[config.mk]
export PLATFORM = sky130hd
export DESIGN_NAME = link_stack_ctrl
export DESIGN_NICKNAME = d
export VERILOG_FILES = /design/src/rtl/link_stack_ctrl.sv
export SDC_FILE = /design/constraint.sdc
export NUM_CORES = 1
export LEC_CHECK = 0
export ABC_CLOCK_PERIOD_IN_PS = 13100
export CORE_MARGIN = 5
export CORE_UTILIZATION = 51
export DETAILED_ROUTE_END_ITERATION = 10
export PLACE_DENSITY = 0.9
export SLEW_MARGIN = 20
export SYNTH_ARGS = -nofsm -noshare
export SYNTH_HDL_FRONTEND = slang
export SYNTH_SLANG_ARGS = --single-unit
[constraint.sdc]
create_clock -name clk -period 13.1 [get_ports clk]
set_input_delay 1.965 -clock clk [delete_from_list [all_inputs] [get_ports clk]]
set_output_delay 1.965 -clock clk [all_outputs]
set_load 0.01 [all_outputs]
[src/rtl/link_stack_ctrl.sv]
// Call/return sequencer: pushes LR on CALL, pops it on RET, and drives the
// special register file's SP/LR/PC write channels plus one data-memory port.
module link_stack_ctrl #(
    parameter logic [31:0] STACK_BASE  = 32'h0000_1000,
    parameter logic [31:0] STACK_LIMIT = 32'h0000_0800,
    parameter int          MEM_TIMEOUT = 16
) (
    input  logic        clk,
    input  logic        reset,
    input  logic        call_req,
    input  logic        ret_req,
    input  logic [31:0] call_target,
    input  logic [31:0] pc_in,
    input  logic [31:0] lr_in,
    input  logic [31:0] sp_in,
    output logic        wr_pc,
    output logic [31:0] wr_pc_data,
    output logic        wr_lr,
    output logic [31:0] wr_lr_data,
    output logic        wr_sp,
    output logic [31:0] wr_sp_data,
    output logic [31:0] mem_addr,
    output logic [31:0] mem_wdata,
    output logic        mem_we,
    output logic        mem_re,
    input  logic        mem_ready,
    input  logic [31:0] mem_rdata,
    output logic        busy,
    output logic        done,
    output logic        fault
);

    localparam int CW = $clog2(MEM_TIMEOUT + 1);

    typedef enum logic [2:0] {
        S_IDLE,
        S_PUSH,
        S_CALL_UPD,
        S_POP,
        S_RET_UPD,
        S_FAULT
    } state_t;

    state_t          state;
    state_t          state_nxt;
    logic [31:0]     pc_l;
    logic [31:0]     lr_l;
    logic [31:0]     sp_l;
    logic [31:0]     target_l;
    logic [31:0]     pop_l;
    logic [CW-1:0]   wait_cnt;
    logic            timeout_hit;

    // Last tolerated wait cycle; a ready on this same cycle still wins.
    assign timeout_hit = (wait_cnt == CW'(MEM_TIMEOUT - 1));

    always_comb begin
        // NOTE: default first so every path assigns state_nxt and no latch is inferred.
        state_nxt = state;
        unique case (state)
            S_IDLE: begin
                if (call_req) begin
                    state_nxt = ((sp_in - 32'd4) < STACK_LIMIT) ? S_FAULT : S_PUSH;
                end else if (ret_req) begin
                    state_nxt = (sp_in >= STACK_BASE) ? S_FAULT : S_POP;
                end
            end
            S_PUSH: begin
                if (mem_ready)        state_nxt = S_CALL_UPD;
                else if (timeout_hit) state_nxt = S_FAULT;
            end
            S_POP: begin
                if (mem_ready)        state_nxt = S_RET_UPD;
                else if (timeout_hit) state_nxt = S_FAULT;
            end
            S_CALL_UPD,
            S_RET_UPD,
            S_FAULT:                  state_nxt = S_IDLE;
            default:                  state_nxt = S_IDLE;
        endcase
    end

    // NOTE: sequential state uses non-blocking assignments so all registers update together.
    always_ff @(posedge clk or posedge reset) begin
        if (reset) begin
            state <= S_IDLE;
        end else begin
            state <= state_nxt;
        end
    end

    // NOTE: operand registers are reset too, so every output bus reads 0 during reset.
    always_ff @(posedge clk or posedge reset) begin
        if (reset) begin
            pc_l     <= '0;
            lr_l     <= '0;
            sp_l     <= '0;
            target_l <= '0;
            pop_l    <= '0;
        end else begin
            if (state == S_IDLE && (call_req || ret_req)) begin
                pc_l     <= pc_in;
                lr_l     <= lr_in;
                sp_l     <= sp_in;
                target_l <= call_target;
            end
            if (state == S_POP && mem_ready) begin
                pop_l <= mem_rdata;
            end
        end
    end

    // Counter sits at zero outside the memory states, so it is clear on every entry.
    always_ff @(posedge clk or posedge reset) begin
        if (reset) begin
            wait_cnt <= '0;
        end else if (state == S_PUSH || state == S_POP) begin
            if (!mem_ready) wait_cnt <= wait_cnt + CW'(1);
        end else begin
            wait_cnt <= '0;
        end
    end

    always_comb begin
        wr_pc      = 1'b0;
        wr_pc_data = '0;
        wr_lr      = 1'b0;
        wr_lr_data = '0;
        wr_sp      = 1'b0;
        wr_sp_data = '0;
        mem_addr   = '0;
        mem_wdata  = '0;
        mem_we     = 1'b0;
        mem_re     = 1'b0;
        busy       = (state != S_IDLE);
        done       = 1'b0;
        fault      = 1'b0;
        unique case (state)
            S_PUSH: begin
                mem_we    = 1'b1;
                mem_addr  = sp_l - 32'd4;
                mem_wdata = lr_l;
            end
            S_CALL_UPD: begin
                wr_sp      = 1'b1;
                wr_sp_data = sp_l - 32'd4;
                wr_lr      = 1'b1;
                wr_lr_data = pc_l + 32'd4;
                wr_pc      = 1'b1;
                wr_pc_data = target_l;
                done       = 1'b1;
            end
            S_POP: begin
                mem_re   = 1'b1;
                mem_addr = sp_l;
            end
            S_RET_UPD: begin
                wr_pc      = 1'b1;
                wr_pc_data = lr_l;
                wr_lr      = 1'b1;
                wr_lr_data = pop_l;
                wr_sp      = 1'b1;
                wr_sp_data = sp_l + 32'd4;
                done       = 1'b1;
            end
            S_FAULT:  fault = 1'b1;
            default: ;
        endcase
    end

endmodule

-- After elaboration in Yosys (flattened, before gate mapping)
Index checks and enable logic that the tools add are counted.
- register bits: 168
- input port bits: 165
- reductions and logical operators: 7
- multiplexer cells: 19
- eq/ne operators: 8
- add/sub/neg operators: 5
- magnitude comparators: 2
- operators by type and width (cell ; number):
    case mux 32 bit (2 select lines) ; 4
    adder 32 x 3 -> 32 bit, second input constant ; 2
    subtractor 32 x 3 -> 32 bit, second input constant ; 2
    greater-or-equal comparator 32 x 13 -> 1 bit, second input constant ; 1
    < comparator 32 x 12 -> 1 bit, second input constant ; 1
    two-way mux 32 bit ; 1
    two-way mux 3 bit ; 7
    two-way mux 5 bit ; 2
    case mux 3 bit (3 select lines) ; 1
    equality test 3 x 2 -> 1 bit, second input constant ; 2
    equality test 3 bit, second input constant ; 2
    adder 5 x 1 -> 5 bit, second input constant ; 1
    equality test 5 x 4 -> 1 bit, second input constant ; 1
    two-way mux 1 bit ; 4
    equality test 3 x 1 -> 1 bit, second input constant ; 1
    zero test 3 bit ; 1
    inequality test 3 bit, second input constant ; 1
    nonzero test 3 bit ; 1
    logical AND 1 bit ; 2
    logical OR 1 bit ; 2
    inequality test 2 bit, second input constant ; 1
    OR reduction 2 bit ; 1

-- Depth between registers and ports, before layout
- depth after elaboration: 5
- mapped depth: 10

-- Least setup slack after synthesis
Ideal clock, no wire load.
- path type: register to output
- start: register sp_l[2]
- end: output port wr_sp_data[14]
- stages on the path, launching flop included: 11
- arrival time: 2.586 ns
- buffers on the path: 2
- required time: 11.135 ns
- slack: 8.549 ns
- cell sequence: dfrtp_1 clkbuf_1 inv_1 ha_1 or3b_1 buf_2 or4_4 or3_4 nor3_2 a211oi_1 a21oi_1
- word-level cells in the longest chain between the ends: 2
- elaborated cells on any way between the ends: 3
- classes of those cells: add/sub: 2; mux: 1
- ends and longest elaborated chain (item ; RTL line ; RTL):
    start: declaration ; 48 ; logic [31:0] sp_l;
    start signal: assignment ; 104 ; sp_l <= sp_in;
    adder 32 x 3 -> 32 bit / subtractor 32 x 3 -> 32 bit (equally long branches) ; 163, 146 ;
    case mux 32 bit (2 select lines) * ; 138 ; unique case (state)
    end: declaration ; 21 ; output logic [31:0] wr_sp_data,
Mark *: on every way between the ends. The rest lies on a longest branch, timed or not.

-- Worst setup path after layout
- start: register sp_l[3]
- end: output port wr_sp_data[28]
Same word-level chain as after synthesis.

==> results.toml <==
[global_routing]
antenna_found_initial = 2
grt_pass1_wl_mm = 53.3
track_usage = 0.300
grt_pass1_vias = 10100
grt_max_degree = 95
overflow = 0

[route]
ant_nets = 0
drc = 0
via_per_inst = 5.68
wirelength_mm = 34.1
vias = 10300
wl_per_cell_um = 18.9
dr.pass1.iters = 6
drt-initial-drc-count = 741

[yosys]
seq_area_frac_synth = 0.420
synth_common_cells = "nand2_1 (450), dfrtp_1 (168), nor2_1 (92), clkbuf_1 (90), o21ai_0 (45)"
netlist.area_leader.share = 0.420
syn_nets = 1446
synth_area_leaders = "dfrtp_1 (42%), nand2_1 (17%), xnor2_1 (3.7%)"
yosysWarnings = 0
synth_area_um2 = 10000
async_reset_ff_frac = 1.00
yosysMostFrequentCell = "nand2_1"
synth_cell_types = 55
synth_edf_count = 0
synth-seq-cells = 168
synth_cells = 1276
dominantRegCellSynth = "dfrtp_1"
synth_area_per_cell_um2 = 7.85
synth_top_area_cell = "dfrtp_1"

[hold_path]
worstHoldEndpoint = "target_l[21]$_DFFE_PP0P_"
hold_depth = 2
hp-class = "reg -> reg"
min_from = "target_l[21]$_DFFE_PP0P_"

[power_and_ir_drop]
ir_worst_vdd_v = 0.000120
powerDensity_nw_per_um2 = 228
p_total_mw = 3.19
power.leakage_nw = 5.96

[worst_setup_path]
critPathLaunchType = "register"
path_cells = "inv_1, ha_1, or3b_1, nor4_2, nand3_2, or4_1, a32oi_1, clkdlybuf4s50_1"
path_delay_family = "simple AND/OR/NAND/NOR gates"
arrival_ns = 3.76
critical-path-max-stage-delay_ns = 0.60
ff2ff_setup_slack_ns = 9.81
crit_path_end_kind = "output pin"
path_class = "reg -> out"
worstPathRequired_ns = 11.14
worstRegToRegCells = 6
r2r_start = "state[1]$_DFFE_PP0P_"
r2r_end = "target_l[28]$_DFFE_PP0P_"
crit_buf_inv = 2
critPathMaxFanout = 8
crit_slowest_cell = "clkdlybuf4s50_1"

[cts]
postCtsResizedCells = 0
path_clk_slew_ns = 0.07
htree_levels = 4
hold_buffers = 0
clk_latency_ns = 0.43
cts_sinks = 168
cts_tree = "yes"
cts-root-buf = "clkbuf_16"
postCtsSetupRepairBufs = 0
clockBufferDepth = 2
numCtsBuffers = 17

[floorplanning]
io_pins = 333
initial_core_util = 0.517
die_y_um = 150
die-area_um2 = 22600
fp-row-count = 51
fp.coreArea_um2 = 19400
die_w_um = 150

[placed_design]
gp_congestion = 0.919
port_buffers = 332
hpwl_mm = 24.5

[sta]
period_needed_ns = 5.72
finalClockSkew_ns = 0.0183
final_hold_viol_count = 0
finalSetupTns_ns = 0
setup_viol = 0
fmax_ghz = 0.175
slew_violations = 0
tightest_slew_ns = 1.09
rsz0062_at_grt = "false"
period_share = 0.437
maxSlewHeadroom = 0.271

[status]
outcome = "complete, no violations"

[layout]
area_delta_synth_final_pct = 39.5
final_nets = 1700
drive_gt1_frac = 0.0655

[run]
drv_cap = 0
-- worst max path at each step --
stage                        startpoint                   to  slack, ns  cells after the start
CTS                 sp_l[3]$_DFFE_PP0P_       wr_sp_data[28]       7.44                      8
global route        sp_l[3]$_DFFE_PP0P_       wr_sp_data[28]       7.20                      8
floorplan                         reset  lr_l[0]$_DFFE_PP0P_       6.59                      1
detailed placement  sp_l[3]$_DFFE_PP0P_       wr_sp_data[28]       7.94                      8
finish              sp_l[3]$_DFFE_PP0P_       wr_sp_data[28]       7.38                      8
global placement    sp_l[3]$_DFFE_PP0P_       wr_sp_data[28]       7.96                      8
-- cells in the final DEF, fill, tap and decap left out, drive strengths merged, types with 18 or more instances in the layout --
cell type      instances
a21oi                 29
a22o                  36
and2                  43
clkbuf                18
clkdlybuf4s50        332
dfrtp                168
mux2                  32
nand2                450
nand3                 26
nor2                  92
nor3                  23
nor4                  20
o21ai                 46
xnor2                 42
xor2                  25
-- per-stage QoR --
stage | std cells | utilization | cell area, µm² | setup slack, ns | hold slack, ns
6_report | 1808 | 0.721 | 14000 | 7.38 | 0.480
4_1_cts | 1807 | 0.721 | 14000 | 7.44 | 0.480
3_5_place_dp | 1776 | 0.688 | 13400 | 7.94 | 0.463
3_3_place_gp | 1776 | 0.688 | 13400 | 7.96 | 0.459
5_1_grt | 1808 | 0.721 | 14000 | 7.20 | 0.502
2_1_floorplan | 1276 | - | 10000 | 6.59 | 0.446
-- final cells by class --
type | count | area (µm²)
Antenna cell | 1 | 2.50
Clock buffer | 18 | 439
Clock inverter | 13 | 186
Fill cell | 1509 | 5420
Inverter | 6 | 27.5
Multi-Input combinational cell | 995 | 5390
Sequential cell | 168 | 4200
Tap cell | 265 | 332
Timing Repair Buffer | 342 | 3400
-- report_power, final --
part	total, mW	internal (mW)	switching [mW]
clock	0.536	0.311	0.226
sequential	1.06	0.768	0.292
combinational	1.59	0.743	0.851
total	3.19	1.82	1.37
-- worst min-delay path, delay by kind of cell, from the launching register on --
family           cells  cell delay (ns)
flip-flops           1             0.35
AND/OR/NAND/NOR      2             0.10
-- metal layers --
metal,vias to the layer above,routed length (µm),part of all wire,global-route usage
met5,-,12,0.00035,0
met3,115,3300,0.097,0.0867
li1,4745,-,-,-
met4,2,1580,0.046,0.140
met1,4855,12500,0.37,0.356
met2,548,16700,0.49,0.503
-- cells by family after synthesis --
| kind of cell | Yosys count | share of synthesized area |
|---|---|---|
| adders and majority gates | 5 | 0.00624 |
| AOI/OAI and AO/OA | 161 | 0.106 |
| DFF | 168 | 0.420 |
| buffers and inverters | 113 | 0.0444 |
| xor gates and xnor gates | 67 | 0.0586 |
| muxes | 35 | 0.0390 |
| and+or+nand+nor | 727 | 0.326 |
-- registers in the layout (all words and copies together), names as in the netlist --
signal and count:
sp_l 32, state 3, target_l 32, lr_l 32
wait_cnt 5, pop_l 32, pc_l 32
Power figures use the tool's default switching activity.
